===== src/rtl/timer_contador.sv =====
// Cooking-time countdown: MM:SS BCD entry from the keypad, one-second decrements while m_on is high, tdone at 00:00.
// Optional QUICK_START_EN: key code 4'hA loads 00:30 while idle.
module timer_contador #(
    parameter int DIV = 1000
) (
    input  logic       clk,
    input  logic       rst_n,
    input  logic       key_valid,
    input  logic [3:0] key_digit,
    input  logic       limpan,
    input  logic       m_on,
    output logic [3:0] min_dez,
    output logic [3:0] min_uni,
    output logic [3:0] seg_dez,
    output logic [3:0] seg_uni,
    output logic       tdone,
    output logic       contando
);
    localparam int PW = (DIV > 2) ? $clog2(DIV) : 1;

    typedef enum logic [1:0] {VAZIO, PROGRAMADO, CONTANDO, FIM} state_t;

    // state is kept as a named signal so checkers can bind to it directly
    state_t          state, state_nx;
    logic [PW-1:0]   psc, psc_nx;
    logic [15:0]     tm, tm_nx;
    logic [15:0]     tm_dec, tm_shift;
    logic [3:0]      dec0, dec1, dec2, dec3;
    logic            b0, b1, b2;
    logic            key_ok, quick;

    assign {min_dez, min_uni, seg_dez, seg_uni} = tm;

    // One-second BCD decrement; seconds tens borrow from 0 to 5, other digits to 9
    always_comb begin
        b0   = (tm[3:0] == 4'd0);
        dec0 = b0 ? 4'd9 : tm[3:0] - 4'd1;
        b1   = b0 && (tm[7:4] == 4'd0);
        dec1 = b0 ? ((tm[7:4] == 4'd0) ? 4'd5 : tm[7:4] - 4'd1) : tm[7:4];
        b2   = b1 && (tm[11:8] == 4'd0);
        dec2 = b1 ? ((tm[11:8] == 4'd0) ? 4'd9 : tm[11:8] - 4'd1) : tm[11:8];
        dec3 = b2 ? tm[15:12] - 4'd1 : tm[15:12];
        tm_dec = {dec3, dec2, dec1, dec0};
    end

    // FIM always shows 00:00, so shifting from a zero base matches the display
    assign tm_shift = (state == FIM) ? {12'h000, key_digit} : {tm[11:0], key_digit};
    assign key_ok   = key_valid && !m_on && (state != CONTANDO) && (key_digit <= 4'd9);

`ifdef QUICK_START_EN
    assign quick = key_valid && !m_on && (state != CONTANDO) && (key_digit == 4'hA);
`else
    assign quick = 1'b0;
`endif

    always_comb begin
        state_nx = state;
        tm_nx    = tm;
        psc_nx   = psc;
        if (!limpan) begin
            state_nx = VAZIO;
            tm_nx    = 16'h0000;
            psc_nx   = '0;
        end else begin
            case (state)
                CONTANDO: begin
                    if (!m_on) begin
                        state_nx = PROGRAMADO;
                        psc_nx   = '0;
                    end else if (psc == PW'(DIV - 1)) begin
                        psc_nx = '0;
                        tm_nx  = tm_dec;
                        if (tm_dec == 16'h0000) state_nx = FIM;
                    end else begin
                        psc_nx = psc + 1'b1;
                    end
                end
                PROGRAMADO: begin
                    if (m_on) begin
                        state_nx = CONTANDO;
                        psc_nx   = '0;
                    end else if (quick) begin
                        tm_nx    = 16'h0030;
                        state_nx = PROGRAMADO;
                    end else if (key_ok) begin
                        tm_nx    = tm_shift;
                        state_nx = (tm_shift != 16'h0000) ? PROGRAMADO : VAZIO;
                    end
                end
                default: begin
                    if (quick) begin
                        tm_nx    = 16'h0030;
                        state_nx = PROGRAMADO;
                    end else if (key_ok) begin
                        tm_nx    = tm_shift;
                        state_nx = (tm_shift != 16'h0000) ? PROGRAMADO : VAZIO;
                    end
                end
            endcase
        end
    end

    always_ff @(posedge clk or negedge rst_n) begin
        if (!rst_n) begin
            state    <= VAZIO;
            tm       <= 16'h0000;
            psc      <= '0;
            tdone    <= 1'b0;
            contando <= 1'b0;
        end else begin
            state    <= state_nx;
            tm       <= tm_nx;
            psc      <= psc_nx;
            tdone    <= (state_nx == FIM);
            contando <= (state_nx == CONTANDO);
        end
    end

endmodule


===== config.mk =====
export PLATFORM = sky130hd
export DESIGN_NAME = timer_contador
export DESIGN_NICKNAME = d
export VERILOG_FILES = /design/src/rtl/timer_contador.sv
export SDC_FILE = /design/constraint.sdc
export NUM_CORES = 1
export LEC_CHECK = 0
export CORE_UTILIZATION = 50
export DETAILED_ROUTE_END_ITERATION = 16
export PLACE_DENSITY = 0.74
export SLEW_MARGIN = 25
export SYNTH_ARGS = -nofsm -noshare
export SYNTH_HDL_FRONTEND = slang
export SYNTH_SLANG_ARGS = --single-unit

===== constraint.sdc =====
create_clock -name clk -period 2.7 [get_ports clk]
set_clock_uncertainty 0.2 [all_clocks]
set_input_delay 0.675 -clock clk [delete_from_list [all_inputs] [get_ports clk]]
set_output_delay 0.675 -clock clk [all_outputs]
set_load 0.005 [all_outputs]

==> results.toml <==
[global_routing]
grt_pass1_wl_mm = 8.96
busiest_layer = "met2"
first_global_vias = 1913
met1_usage_pct = 35.8
grtUsageMet3_pct = 5.99
grt-ovfl-total = 0
grtUsageMet2_pct = 45.7
antenna_found_initial = 0
grt_max_degree = 31
grt.total_usage_pct = 27.7

[clocking]
cts-root-buf = "clkbuf_8"
insertion_delay_ns = 0.28
hold_buffers = 0
tritoncts = "done"
cts.clk_slew.worst_paths_ns = 0.06
cts.path.max_buffers = 2
ctsResizeCount = 0
htree_levels = 2
numCtsBuffers = 5
cts.sinks = 30
post-cts-setup-buffers = 0

[placement]
gp_congestion = 0.899
port_buffers = 26
hpwl_mm = 3.85
dp_cells = 330

[pwr]
pwr-share-clk_pct = 38.3
p_sw_uw = 309
ir_drop_mv = 0.352
combinationalPowerShare_pct = 20.8
p_sw_share_pct = 26.7
power_density_nw_per_um2 = 443
p_leak_uw = 0.00112
p_seq_share_pct = 40.9
internal_power_uw = 851

[sta]
final-setup-viol-count = 0
final-hold-violation-count = 0
rsz0062_at_grt = "no"
finalMaxSlewViolations = 0
worst_pin_slew_ns = 0.511
whs_ns = 0.335
fin_crit_ns = 2.59
clock.fmax_mhz = 386
finalCritPeriodShare_pct = 95.9
tns_ns = 0
slew_headroom_pct = 65.6

[detailed_routing]
routed_wl_mm = 5.15
wl_per_cell_um = 15.2
ant_nets = 0
initialDrtViolationCount = 152
drc_errors = 0
first_pass_iters = 4
vias = 1992
drt-vias-per-instance = 5.89

[synthesis]
ys_seq_area_share_pct = 38.0
netlist_area_um2 = 1980
syn_avg_cell_area_um2 = 8.44
ys_types = 53
syn-num-nets = 248
synth_edf_count = 0
yosysWarnings = 0
syn_inst = 234
yosys_most_used_dff = "dfrtp_1"
synth-seq-cells = 30
async_reset_ff_share_pct = 100

[critical_path]
path_common_cell = "buf_4"
worstPathRequired_ns = 2.69
crit_path_start_kind = "input port"
crit_fanout = 5
path_class = "in -> reg"
max_stage_delay_ns = 0.49
worstPathCellList = "clkdlybuf4s50_1 > or3b_2 > and2b_1 > buf_4 > a21o_2 > buf_4 > nand4b_1 > a31oi_1"
cpMaxStageDelayCell = "clkdlybuf4s50_1"
cp-end-kind = "flip-flop"
arrival_ns = 2.58

[final_layout]
antennaDiodeCount = 0
drive_gt1_share_pct = 18.3
final_common_cell = "buf_4"
final_util_pct = 70.5
fin_nets = 303
final_cell_mix = "buf_4 (34), dfrtp_1 (30), nor2_1 (27), clkdlybuf4s50_1 (26), nand2_1 (19)"
fin_cells = 338
area_growth_pct = 32.6

[floorplanning]
dieArea_um2 = 4210
boundaryPins = 27
core_area_um2 = 3720
dieWidth_um = 64.9
die_h_um = 64.9
fp-row-count = 22
start_util_pct = 53.2

[run_status]
status = "finished clean"

[min_path]
holdCritPathClass = "reg -> reg"

[flow_run]
cap_violations = 0
## power by group through the flow
stage	registers (µW)	clock network (µW)	logic [µW]
after floorplan	483	0	129
after global placement	483	0	236
after detailed placement	483	0	239
after CTS	475	454	241
after global routing	476	477	266
final	475	444	242
## layout make-up
cell class	instances	area (µm²)
inverters	12	45.0
clock buffers	5	68.8
multi-input cells	179	1120
clock inverters	3	40.0
repair buffers	61	536
well taps	48	60.1
flip-flops and latches	30	751
fillers	313	1100
## metrics by stage
| step | power, µW | cell area (µm²) | worst slack [ns] |
|---|---|---|---|
| CTS | 1170 | 2620 | 0.129 |
| finish | 1160 | 2620 | 0.110 |
| floorplan | 612 | 1980 | 0.359 |
| global placement | 719 | 2510 | -0.119 |
| global route | 1220 | 2620 | 0.0171 |
| detailed placement | 722 | 2510 | -0.165 |
## Yosys cell counts, types with 2 or more instances
cell type | n | area share, %
clkbuf_1 | 8 | 1.5
a32oi_1 | 2 | 0.89
inv_1 | 12 | 2.3
mux2_2 | 2 | 1.1
or2_2 | 2 | 0.63
nand4_1 | 4 | 1.3
buf_2 | 3 | 0.76
a221oi_1 | 4 | 1.8
ha_1 | 5 | 3.2
dfrtp_1 | 30 | 38
and2_1 | 2 | 0.63
mux2i_1 | 3 | 1.5
nor3b_1 | 2 | 0.76
o21ai_0 | 17 | 4.3
nor2b_1 | 2 | 0.63
a31oi_1 | 2 | 0.63
nor3_1 | 10 | 2.5
xnor2_1 | 4 | 1.8
or3_1 | 3 | 0.95
o22ai_1 | 4 | 1.3
nand2b_1 | 2 | 0.63
o21a_1 | 3 | 1.1
a21oi_1 | 13 | 3.3
nand3_1 | 7 | 1.8
nand2_1 | 19 | 3.6
xor2_1 | 2 | 0.89
o211ai_1 | 5 | 1.9
and4b_1 | 2 | 1.0
nor4_1 | 6 | 1.9
nor2_1 | 27 | 5.1
a211oi_1 | 4 | 1.5
nand4b_1 | 2 | 0.89
## sequential cells by signal (all words and copies together) (netlist names)
register,cells
contando,1
psc,10
state,2
tdone,1
tm,16
## worst max-delay path, delay by kind of cell
kind | cells | cell delay (ns)
simple gates | 3 | 0.78
buf+inv | 3 | 0.77
compound gates | 2 | 0.37
## metal layers
metal  wire, µm  vias up
met5          0        -
met4         21        0
met3        294        3
met2       2600       63
met1       2230      952
li1           -      974
## logic make-up after synthesis
group,synth area share [%]
multiplexers,2.66
adder cells (fa/ha/maj),3.17
buffers and inverters,5.38
XOR/XNOR,2.66
flip-flops,38.0
AO/OA/AOI/OAI,21.1
AND/OR/NAND/NOR,27.0
## path summary, 6_finish.rpt
check	startpoint	cells after the start	to	slack (ns)
max in group asynchronous	rst_n	2	state[0]	1.40
min in group asynchronous	rst_n	2	tm[4]	0.61
hold reg to reg	psc[9]	1	psc[9]	0.34
hold / removal	psc[9]	1	psc[9]	0.34
setup / recovery	key_valid	8	tm[15]	0.11
setup reg to reg	state[1]	8	tm[15]	0.29
(Power assumes the default switching activity.)
